===== src/rtl/gate_sweep_pkg.sv =====
// rtl/gate_sweep_pkg.sv - shared encodings, FSM states and reference function for the gate sweep
package gate_sweep_pkg;

  // Expected gate function selected by the host
  typedef enum logic [1:0] {
    OP_OR  = 2'b00,
    OP_AND = 2'b01,
    OP_XOR = 2'b10,
    OP_NOR = 2'b11
  } op_t;

  // Sweep sequencer states
  typedef enum logic [2:0] {
    IDLE   = 3'd0,
    APPLY  = 3'd1,
    SETTLE = 3'd2,
    SAMPLE = 3'd3,
    HOLD   = 3'd4,
    DONE   = 3'd5
  } state_t;

  // Reference output of the gate for a given function and operand pair
  function automatic logic expected(input op_t op, input logic a, input logic b);
    logic y;
    case (op)
      OP_OR:   y = a | b;
      OP_AND:  y = a & b;
      OP_XOR:  y = a ^ b;
      default: y = ~(a | b);
    endcase
    return y;
  endfunction

endpackage


===== src/rtl/gate_sweep_if.sv =====
// rtl/gate_sweep_if.sv - host and gate-facing signal bundle of the gate sweep controller
interface gate_sweep_if;
  logic       start;
  logic [1:0] op_sel;
  logic       gate_a;
  logic       gate_b;
  logic       gate_y;
  logic       busy;
  logic       result_valid;
  logic [1:0] result_idx;
  logic       result_y;
  logic       result_ok;
  logic       done;
  logic       pass;
  logic [2:0] fail_count;

  // Host side: issues start/op_sel and closes the loop through the gate
  modport master (
    output start, op_sel, gate_y,
    input  gate_a, gate_b, busy, result_valid, result_idx, result_y,
    input  result_ok, done, pass, fail_count
  );

  // Controller side
  modport slave (
    input  start, op_sel, gate_y,
    output gate_a, gate_b, busy, result_valid, result_idx, result_y,
    output result_ok, done, pass, fail_count
  );
endinterface


===== src/rtl/gate_sweep_timer.sv =====
// rtl/gate_sweep_timer.sv - loadable down-counter with zero flag for settle and hold waits
module gate_sweep_timer #(
  parameter int CNT_W = 4
) (
  input  logic             clk,
  input  logic             rst_n,
  input  logic             load,
  input  logic [CNT_W-1:0] load_val,
  input  logic             dec,
  output logic             zero
);

  logic [CNT_W-1:0] cnt;

  // Load takes priority; decrement stops at zero so the flag stays asserted
  always_ff @(posedge clk) begin
    if (!rst_n) begin
      cnt <= '0;
    end else if (load) begin
      cnt <= load_val;
    end else if (dec && (cnt != '0)) begin
      cnt <= cnt - 1'b1;
    end
  end

  assign zero = (cnt == '0);

endmodule


===== src/rtl/gate_sweep_controller.sv =====
// rtl/gate_sweep_controller.sv - sequences a 2-input gate through its truth table and checks it
module gate_sweep_controller
  import gate_sweep_pkg::*;
#(
  parameter int SETTLE_CYC = 2,
  parameter int HOLD_CYC   = 10,
  parameter int CNT_W      = 4
) (
  input  logic        clk,
  input  logic        rst_n,
  gate_sweep_if.slave bus
);

  // Timer reload values are one less than the wait length, since the zero
  // cycle itself is part of the wait
  localparam logic [CNT_W-1:0] SETTLE_LD = CNT_W'(SETTLE_CYC - 1);
  localparam logic [CNT_W-1:0] HOLD_LD   = CNT_W'((HOLD_CYC > 0) ? HOLD_CYC - 1 : 0);

  state_t     state;
  op_t        op_q;
  logic [1:0] idx;
  logic       gate_a_q;
  logic       gate_b_q;
  logic       busy_q;
  logic       result_valid_q;
  logic [1:0] result_idx_q;
  logic       result_y_q;
  logic       result_ok_q;
  logic       done_q;
  logic       pass_q;
  logic [2:0] fail_count_q;

  logic             t_load;
  logic [CNT_W-1:0] t_val;
  logic             t_dec;
  logic             t_zero;
  logic             vec_ok;

  // Compare against the registered operands, which are stable since APPLY
  assign vec_ok = (bus.gate_y == expected(op_q, gate_a_q, gate_b_q));

  // Timer is shared: loaded with the settle length in APPLY, with the hold
  // length in SAMPLE when another vector follows
  assign t_load = (state == APPLY) ||
                  ((state == SAMPLE) && (idx != 2'd3) && (HOLD_CYC != 0));
  assign t_val  = (state == APPLY) ? SETTLE_LD : HOLD_LD;
  assign t_dec  = (state == SETTLE) || (state == HOLD);

  gate_sweep_timer #(
    .CNT_W(CNT_W)
  ) u_timer (
    .clk     (clk),
    .rst_n   (rst_n),
    .load    (t_load),
    .load_val(t_val),
    .dec     (t_dec),
    .zero    (t_zero)
  );

  // Sweep sequencer with registered outputs; pulses default low every cycle
  always_ff @(posedge clk) begin
    if (!rst_n) begin
      state          <= IDLE;
      op_q           <= OP_OR;
      idx            <= 2'd0;
      gate_a_q       <= 1'b0;
      gate_b_q       <= 1'b0;
      busy_q         <= 1'b0;
      result_valid_q <= 1'b0;
      result_idx_q   <= 2'd0;
      result_y_q     <= 1'b0;
      result_ok_q    <= 1'b0;
      done_q         <= 1'b0;
      pass_q         <= 1'b0;
      fail_count_q   <= 3'd0;
    end else begin
      result_valid_q <= 1'b0;
      done_q         <= 1'b0;
      case (state)
        IDLE: begin
          if (bus.start) begin
            op_q         <= op_t'(bus.op_sel);
            idx          <= 2'd0;
            fail_count_q <= 3'd0;
            pass_q       <= 1'b0;
            busy_q       <= 1'b1;
            state        <= APPLY;
          end
        end
        APPLY: begin
          // Order 11, 01, 10, 00
          gate_a_q <= ~idx[0];
          gate_b_q <= ~idx[1];
          state    <= SETTLE;
        end
        SETTLE: begin
          if (t_zero) state <= SAMPLE;
        end
        SAMPLE: begin
          result_valid_q <= 1'b1;
          result_idx_q   <= idx;
          result_y_q     <= bus.gate_y;
          result_ok_q    <= vec_ok;
          fail_count_q   <= fail_count_q + {2'b00, ~vec_ok};
          if (idx == 2'd3) begin
            state <= DONE;
          end else if (HOLD_CYC == 0) begin
            idx   <= idx + 2'd1;
            state <= APPLY;
          end else begin
            state <= HOLD;
          end
        end
        HOLD: begin
          if (t_zero) begin
            idx   <= idx + 2'd1;
            state <= APPLY;
          end
        end
        DONE: begin
          done_q <= 1'b1;
          pass_q <= (fail_count_q == 3'd0);
          busy_q <= 1'b0;
          state  <= IDLE;
        end
        default: begin
          busy_q <= 1'b0;
          state  <= IDLE;
        end
      endcase
    end
  end

  assign bus.gate_a       = gate_a_q;
  assign bus.gate_b       = gate_b_q;
  assign bus.busy         = busy_q;
  assign bus.result_valid = result_valid_q;
  assign bus.result_idx   = result_idx_q;
  assign bus.result_y     = result_y_q;
  assign bus.result_ok    = result_ok_q;
  assign bus.done         = done_q;
  assign bus.pass         = pass_q;
  assign bus.fail_count   = fail_count_q;

endmodule


===== src/flat_wrapper.sv =====
// flat-port wrapper written by rule: the top's interface ports become plain ports
module gate_sweep_controller_flat import gate_sweep_pkg::*;
#(
  parameter int SETTLE_CYC = 2,
  parameter int HOLD_CYC   = 10,
  parameter int CNT_W      = 4
)
  (clk, rst_n, bus_start, bus_op_sel, bus_gate_y, bus_gate_a, bus_gate_b, bus_busy, bus_result_valid, bus_result_idx, bus_result_y, bus_result_ok, bus_done, bus_pass, bus_fail_count);
  gate_sweep_if bus_i ();
  input  logic clk;
  input  logic rst_n;
  input wire logic [$bits(bus_i.start)-1:0] bus_start;
  input wire logic [$bits(bus_i.op_sel)-1:0] bus_op_sel;
  input wire logic [$bits(bus_i.gate_y)-1:0] bus_gate_y;
  output wire logic [$bits(bus_i.gate_a)-1:0] bus_gate_a;
  output wire logic [$bits(bus_i.gate_b)-1:0] bus_gate_b;
  output wire logic [$bits(bus_i.busy)-1:0] bus_busy;
  output wire logic [$bits(bus_i.result_valid)-1:0] bus_result_valid;
  output wire logic [$bits(bus_i.result_idx)-1:0] bus_result_idx;
  output wire logic [$bits(bus_i.result_y)-1:0] bus_result_y;
  output wire logic [$bits(bus_i.result_ok)-1:0] bus_result_ok;
  output wire logic [$bits(bus_i.done)-1:0] bus_done;
  output wire logic [$bits(bus_i.pass)-1:0] bus_pass;
  output wire logic [$bits(bus_i.fail_count)-1:0] bus_fail_count;
  assign bus_i.start = bus_start;
  assign bus_i.op_sel = bus_op_sel;
  assign bus_i.gate_y = bus_gate_y;
  assign bus_gate_a = bus_i.gate_a;
  assign bus_gate_b = bus_i.gate_b;
  assign bus_busy = bus_i.busy;
  assign bus_result_valid = bus_i.result_valid;
  assign bus_result_idx = bus_i.result_idx;
  assign bus_result_y = bus_i.result_y;
  assign bus_result_ok = bus_i.result_ok;
  assign bus_done = bus_i.done;
  assign bus_pass = bus_i.pass;
  assign bus_fail_count = bus_i.fail_count;
  gate_sweep_controller #(.SETTLE_CYC(SETTLE_CYC), .HOLD_CYC(HOLD_CYC), .CNT_W(CNT_W)) u_core (.clk(clk), .rst_n(rst_n), .bus(bus_i));
endmodule

===== config.mk =====
export PLATFORM = sky130hd
export DESIGN_NAME = gate_sweep_controller_flat
export DESIGN_NICKNAME = d
export VERILOG_FILES = /design/src/rtl/gate_sweep_pkg.sv /design/src/rtl/gate_sweep_if.sv /design/src/rtl/gate_sweep_timer.sv /design/src/rtl/gate_sweep_controller.sv /design/src/flat_wrapper.sv
export SDC_FILE = /design/constraint.sdc
export NUM_CORES = 1
export LEC_CHECK = 0
export ABC_AREA = 0
export CORE_MARGIN = 5
export CORE_UTILIZATION = 52
export CTS_BUF_LIST = sky130_fd_sc_hd__clkbuf_8
export DETAILED_ROUTE_END_ITERATION = 16
export DONT_BUFFER_PORTS = 1
export GPL_ROUTABILITY_DRIVEN = 0
export PLACE_DENSITY_LB_ADDON = 0.15
export SLEW_MARGIN = 20
export SYNTH_ARGS = -nofsm -noshare
export SYNTH_HDL_FRONTEND = slang
export SYNTH_HIERARCHICAL = 1
export SYNTH_SLANG_ARGS = --single-unit

===== constraint.sdc =====
create_clock -name clk -period 2.4 [get_ports clk]
set_input_delay 0.24 -clock clk [delete_from_list [all_inputs] [get_ports clk]]
set_output_delay 0.24 -clock clk [all_outputs]
set_load 0.02 [all_outputs]

==> impl_results.md, run 1 <==
- Vias: about 910
- Measured slew at the worst slew-check pin: 500 ps
- Place WS: 274 ps
- DRC violations left: 0
- R2R Setup Slk: 250 ps
- Core area: 2250 µm²
- Final layout net count: 151
- Crit. End Element: flop
- Post-CTS repair timing setup buffer count: 0
- Yosys reg bits: 24
- Setup CP Type: flop to flop
- CP Data Required Time: 2570 ps
- Post-synthesis simple-gate area fraction: 0.293
- Pleak: 0.506 nW
- Maximum buffer depth of the clock tree: 2
- CTS buffer count: 3
- Startpoint types: flop
- Syn_area_per_cell: about 9 µm²
- Predominant post-synthesis flop cell: dfxtp_1
- Clk_skew: between 6 and 7 ps
- Final setup vio count: 0
- Setup TNS: 0 ps
- Synth Instances: between 100 and 150
- Final Slew Violations: 0
- Syn-to-layout area delta: 7.25%
- Area leader, netlist: dfxtp_1
- Share of layout cells above drive strength 1: 0.0942
- Ys Warns: 6
- Post-route ant nets: 0
- Compound-cell area share of the yosys netlist: 0.139
- WP data arrival: around 2300 ps
- Power Density: 1030 nW/µm²
- Fin crit period: between 2000 and 2500 ps
- Synthesized area: 1240 µm²
- Outcome: finished clean
- Ant diodes: 0
- Grt ovf: 0
- H-tree Lvls: 1
- Initial Util: 0.551
- Xor and xnor area share after synthesis: 0.0211
- Clk root buf: clkbuf_8
- Die Wd: 58.9 µm
- Num rows: 17
- Height of the chip: just under 60 µm
- Mux contribution to synthesized area: 0.0403
- Commonest non-fill, non-tap cells in the layout: dfxtp_1 (24), nand2_1 (13), nor2b_1 (10)
- Main combinational cell family by area after synthesis: simple AND/OR/NAND/NOR gates
- Adder-Cell Fraction of Synth Area: 0.0604
- Largest net degree at the start of global routing: 26
- Sinks on Clock Net: 24
- Top cells by area, synth: dfxtp_1 (39%), ha_1 (6.0%), nor2b_1 (5.0%)
- IO Pins: 19
- Overall power: 1.38 mW
- Initial DRT Pass Iterations: 4
- Slew HR: 0.666
- IO Port Bufs: 0
- Detailed Place HPWL: 1540 µm
- DR iter-0 viols: 26
- Seq/Total Area, Yosys: 0.387
- Peak VDD IR: 610 µV
- Netlist cell types: 43
- FMAX: 466 MHz
- Worst hold-check path type: input pin to flop
- Number of global-route vias before repair: 791
- Final worst-path cycle share: 0.894
- Worst Path Max Fanout: 3
- Resize count post-CTS: 0
- Fillers: 200
- Ys async rst share: 0
- RSZ-0062 raised after global routing: no
- Post-synth top area share: 0.387
- Final Hold Fails: 0
- Clock transition at path regs: 90 ps
- First-pass GRT wire length: 3630 µm
- Via-per-instance ratio: 5.46
- Most common cell after layout, fill and taps aside: dfxtp_1
- EDFF count, synth: 0
- CTS Hold Bufs: 0
- Final worst slack: roughly 250 ps
- GR Util All Layers: 0.135
- Max cap viols: 0
- WL per Instance: between 10 and 15 µm
- Total Routed Length: about 2200 µm
- Die area: 3470 µm²
- Clock latency on the worst-skew pair: roughly 270 ps
- CTS tree: done
- Initial antenna violation count: 0
[report_power, final]
part	internal [mW]	switching, mW	total, mW
clock	0.223	0.134	0.357
sequential	0.463	0.108	0.571
combinational	0.214	0.233	0.447
total	0.900	0.475	1.38
[Yosys cell counts (2+ instances only)]
cell / instances
dfxtp_1: 24
nand2_1: 13
nor2b_1: 10
inv_1: 7
ha_1: 6
nor2_1: 6
and2_1: 5
mux2i_1: 5
nand3_1: 5
o21ai_1: 5
buf_2: 4
a21boi_1: 3
a21oi_1: 3
xnor2_1: 3
a211oi_1: 2
a22oi_1: 2
and3b_1: 2
clkbuf_1: 2
conb_1: 2
nor3_1: 2
nor3b_1: 2
nor4b_2: 2
o21a_1: 2
o21ai_0: 2
[final cells by class]
class                   count  area [µm²]  share of cell area
clock buffers               3        41.3              0.0310
clock inverters             1        30.0              0.0225
inverters                   8        31.3              0.0235
multi-input cells         100         699               0.525
flip-flops and latches     24         480               0.361
well taps                  28        35.0              0.0263
repair buffers              2        15.0              0.0113
[worst max-delay path, stage by stage (launching register included)]
cell	delay [ps]
dfxtp_1	320
buf_4	160
ha_1	190
nor2b_1	110
nor3_1	60
or3_1	360
and2_1	160
ha_1	180
ha_1	270
a22oi_1	170
nor2b_1	60
[per-stage QoR]
step / instance area (µm²) / std cells / util / hold WS (ps)
floorplan: 1250 / 139 / - / 375
finish: 1330 / 166 / 0.591 / 86.5
detailed placement: 1260 / 162 / 0.559 / 362
global route: 1330 / 166 / 0.591 / 78.3
global placement: 1260 / 162 / 0.559 / 363
CTS: 1330 / 166 / 0.591 / 79.0
[kinds of logic (layout without fill, tap and decap cells)]
logic type | after synthesis | count (layout)
AOI/OAI and AO/OA | 25 | 25
xor gates and xnor gates | 3 | 3
adders and majority gates | 6 | 6
buffers and inverters | 15 | 14
DFF | 24 | 24
muxes | 5 | 5
other | 2 | 3
and+or+nand+nor | 58 | 58
[state kept, by name, summed over array words and instances (netlist names)]
name and cells:
u_core/idx 2, u_core/bus.gate_b 1, u_core/bus.result_valid 1, u_core/u_timer/cnt 4, u_core/bus.done 1, u_core/bus.fail_count 3, u_core/bus.pass 1, u_core/state 3
u_core/bus.result_idx 2, u_core/bus.busy 1, u_core/bus.gate_a 1, u_core/bus.result_y 1, u_core/bus.result_ok 1, u_core/op_q 2
[layer usage]
layer,track usage,share of wire,vias up
met1,0.164,0.49,410
li1,-,-,482
met4,0.0485,0.0088,0
met2,0.215,0.45,13
met3,0.0526,0.053,2
met5,0,0,-
[path summary, 6_finish.rpt]
path / startpoint / endpoint / depth (start not counted)
hold reg to reg: u_core/op_q[1]$_SDFFE_PN0P_ / u_core/op_q[1]$_SDFFE_PN0P_ / 2
setup reg to reg: u_core/bus.gate_a$_SDFFE_PN0P_ / u_core/bus.fail_count[1]$_SDFFE_PN0P_ / 10
hold / removal: rst_n / u_core/idx[0]$_SDFFE_PN0P_ / 1
setup / recovery: u_core/bus.gate_a$_SDFFE_PN0P_ / u_core/bus.fail_count[1]$_SDFFE_PN0P_ / 10
No activity file was read; power rests on OpenSTA's default activity.
==> run 2, diff against run 1 <==
- CAP_MARGIN: not set -> 10
==> results of run 2 <==
The final DEF is identical to that of run 1; final timing and power are the same.
==> run 3, diff against run 2 <==
- SYNTH_HIERARCHICAL: 1 -> not set
==> impl_results.md, run 3 <==
- CTS tree: done
- Critical path cell sequence: buf_4, ha_1, mux2i_1, nor2_1, a2111oi_2, ha_1, ha_1, nand2_1, xor2_1, nor3b_1
- Power Density: 676 nW/µm² (-34%)
- Worst path bufs/invs: 1 (unchanged)
- Seq pwr share: 0.539 (+0.124)
- Startpoint types: flop
- Slew HR: 0.702 (+0.0355)
- Worst hold-check path type: input pin to flop
- Yosys reg bits: 24 (unchanged)
- Most common cell after layout, fill and taps aside: dfxtp_1
- Total Routed Length: 2080 µm (-3.7%)
- Worst Path Max Fanout: 3 (unchanged)
- Highest-delay cell along the critical path: a2111oi_2
- WL per Instance: 13.0 µm (about the same)
- Sw Share: 0.280 (-0.0651)
- Top cells by area, synth: dfxtp_1 (40%), ha_1 (6.2%), nand2_1 (6.2%)
- Final Slew Violations: 0 (unchanged)
- Fillers: 215 (+7.5%)
- WP data arrival: 2380 ps (+70 ps)
- Worst path max stage delay: 390 ps (+30 ps)
- Die area: 3380 µm² (-2.4%)
- Final cell utilization of the core: 0.575 (-0.0158)
- Post-synth top area share: 0.398 (+0.0116)
- Final worst slack: 206 ps (-47.8 ps)
- Post-route ant nets: 0 (unchanged)
- Initial antenna violation count: 0 (unchanged)
- IO Pins: 19 (unchanged)
- Place WS: 206 ps (-68.1 ps)
- Maximum buffer depth of the clock tree: 2 (unchanged)
- Ys Warns: 0 (-6)
- Initial DRT Pass Iterations: 4 (unchanged)
- Measured slew at the worst slew-check pin: 447 ps (-53.1 ps)
- EDFF count, synth: 0 (unchanged)
- Internal Power: 0.619 mW (-31%)
- Post-CTS repair timing setup buffer count: 0 (unchanged)
- Num rows: 17 (unchanged)
- Hold Path End: u_core.bus.gate_a$_SDFFE_PN0P_
- Clk_skew: 3.84 ps (-2.86 ps)
- Hold_sp: rst_n
- Initial Util: 0.545 (-0.00581)
- Synth Instances: 132 (-4.3%)
- Via-per-instance ratio: 5.48 (+0.20%)
- Synthesized area: 1210 µm² (-2.9%)
- Largest net degree at the start of global routing: 25 (-3.8%)
- Final worst-path cycle share: 0.914 (+0.0199)
- Syn-to-layout area delta: 5.50%
- Sinks on Clock Net: 24 (unchanged)
- Outcome: finished clean
- Ant diodes: 0 (unchanged)
- Detailed Place HPWL: 1540 µm (+0.49%)
- CTS Hold Bufs: 0 (unchanged)
- Vias: 876 (-3.4%)
- Crit. End Element: flop
- Clock network fraction of design power: 0.271 (+0.011)
- Setup CP Type: flop to flop
- Max cap viols: 0 (unchanged)
- Clock transition at path regs: 80 ps (about the same)
- Clk root buf: clkbuf_8
- Height of the chip: 58.2 µm (-1.2%)
- Ys async rst share: 0 (unchanged)
- Die Wd: 58.2 µm (-1.2%)
- R2R Path End: u_core.bus.fail_count[2]$_SDFFE_PN0P_
- Setup TNS: 0 ps (unchanged)
- FMAX: 456 MHz (-2.2%)
- CTS buffer count: 3 (unchanged)
- Grt ovf: 0 (unchanged)
- IO Port Bufs: 0 (unchanged)
- Pleak: 0.513 nW (+1.5%)
- Share of layout cells above drive strength 1: 0.106 (+0.0119)
- Beginning of the worst register-to-register path: u_core.bus.gate_a$_SDFFE_PN0P_
- RSZ-0062 raised after global routing: no
- Cell count of the worst hold path: 1 (unchanged)
- Count leader, synth: dfxtp_1
- Final Hold Fails: 0 (unchanged)
- Peak VDD IR: 449 µV (-26%)
- Largest Register: u_core.u_timer.cnt
- Clock latency on the worst-skew pair: 260 ps (about the same)
- Overall power: 0.861 mW (-37%)
- Area leader, netlist: dfxtp_1
- GR Util All Layers: 0.131 (-0.00331)
- Resize count post-CTS: 0 (unchanged)
- Core area: 2210 µm² (-1.9%)
- Net Count, Synth: roughly 140
- Netlist cell types: 37 (-14%)
- Most instantiated cells after synthesis: dfxtp_1 (24), nand2_1 (20), nor2b_1 (10)
- Share of total power in combinational logic: 0.190 (-0.135)
- Crit path top cell by count: ha_1
- Seq/Total Area, Yosys: 0.398 (+0.0116)
- Syn_area_per_cell: 9.14 µm² (+1.5%)
- Number of global-route vias before repair: 778 (-1.6%)
- CP delay by family, top: adder cells
- Final layout net count: 146 (-3.3%)
- H-tree Lvls: 1 (unchanged)
- Final setup vio count: 0 (unchanged)
- Max FFs per register: 4 (unchanged)
- First-pass GRT wire length: 3470 µm (-4.4%)
- DR iter-0 viols: 11 (-58%)
- Predominant post-synthesis flop cell: dfxtp_1
- R2R Setup Slk: 210 ps (-50 ps)
- DRC violations left: 0 (unchanged)
- Fin crit period: 2190 ps (+47.8 ps)
- Commonest non-fill, non-tap cells in the layout: dfxtp_1 (24), nand2_1 (20), nor2b_1 (10)
- R2r worst-path depth: 10 (unchanged)
- CP Data Required Time: 2590 ps (+20 ps)
- Sw power: 0.241 mW (-49%)
[run 3: changes by cell type after synthesis, sizes merged, moves of 3 or more]
| cell | change |
|---|---|
| nand2b | +4 |
| a21boi | +3 |
| o21ai | -4 |
| nand2 | +7 |
[run 3: through the flow]
stage | std cells | hold slack [ps] | instance area, µm²
final | 160 | 102 | 1270
after global routing | 160 | 101 | 1270
after CTS | 160 | 95.4 | 1270
after detailed placement | 157 | 369 | 1230
after global placement | 157 | 366 | 1230
after floorplan | 132 | 372 | 1210
[run 3: kinds of logic (layout without fill, tap and decap cells)]
logic type               count (synthesis)  count (layout)  share of synthesized area
AND/OR/NAND/NOR                         61              61                      0.294
XOR/XNOR                                 5               5                     0.0363
multiplexers                             6               6                     0.0498
AO/OA/AOI/OAI                           18              18                      0.114
adder cells (fa/ha/maj)                  6               6                     0.0622
buffers and inverters                   12              12                     0.0456
flip-flops                              24              24                      0.398
[run 3: final cells by class]
class / count / area [µm²] / area share
inverter: 6 / 22.5 / 0.0177
clock buffer: 3 / 41.3 / 0.0324
tap: 28 / 35.0 / 0.0275
sequential: 24 / 480 / 0.378
multi-input combinational: 96 / 671 / 0.527
timing repair buffer: 3 / 22.5 / 0.0177
[run 3: layer usage]
metal | global-route usage | part of all wire | up-vias | routed length (µm)
met5 | 0 | 0 | - | 0
met4 | 0.0497 | 0.0053 | 0 | 11
met3 | 0.0356 | 0.051 | 2 | 106
met2 | 0.210 | 0.47 | 13 | 979
met1 | 0.169 | 0.47 | 407 | 983
li1 | - | - | 454 | -
[run 3: how the worst max path moves through the flow]
stage	to	startpoint	slack, ps	depth (start not counted)
after floorplan	u_core.bus.fail_count[1]$_SDFFE_PN0P_	u_core.bus.gate_b$_SDFFE_PN0P_	210	9
after detailed placement	u_core.bus.fail_count[2]$_SDFFE_PN0P_	u_core.bus.gate_a$_SDFFE_PN0P_	210	10
after global routing	u_core.bus.fail_count[2]$_SDFFE_PN0P_	u_core.bus.gate_a$_SDFFE_PN0P_	40	10
final	u_core.bus.fail_count[2]$_SDFFE_PN0P_	u_core.bus.gate_a$_SDFFE_PN0P_	210	10
after CTS	u_core.bus.fail_count[2]$_SDFFE_PN0P_	u_core.bus.gate_a$_SDFFE_PN0P_	180	10
after global placement	u_core.bus.fail_count[2]$_SDFFE_PN0P_	u_core.bus.gate_b$_SDFFE_PN0P_	310	10
[run 3: power groups by stage]
stage               logic [mW]  registers [mW]  clock network [mW]
detailed placement       0.165           0.474                   0
global route             0.185           0.471               0.258
finish                   0.163           0.464               0.233
global placement         0.161           0.473                   0
CTS                      0.166           0.464               0.241
floorplan                0.146           0.463                   0
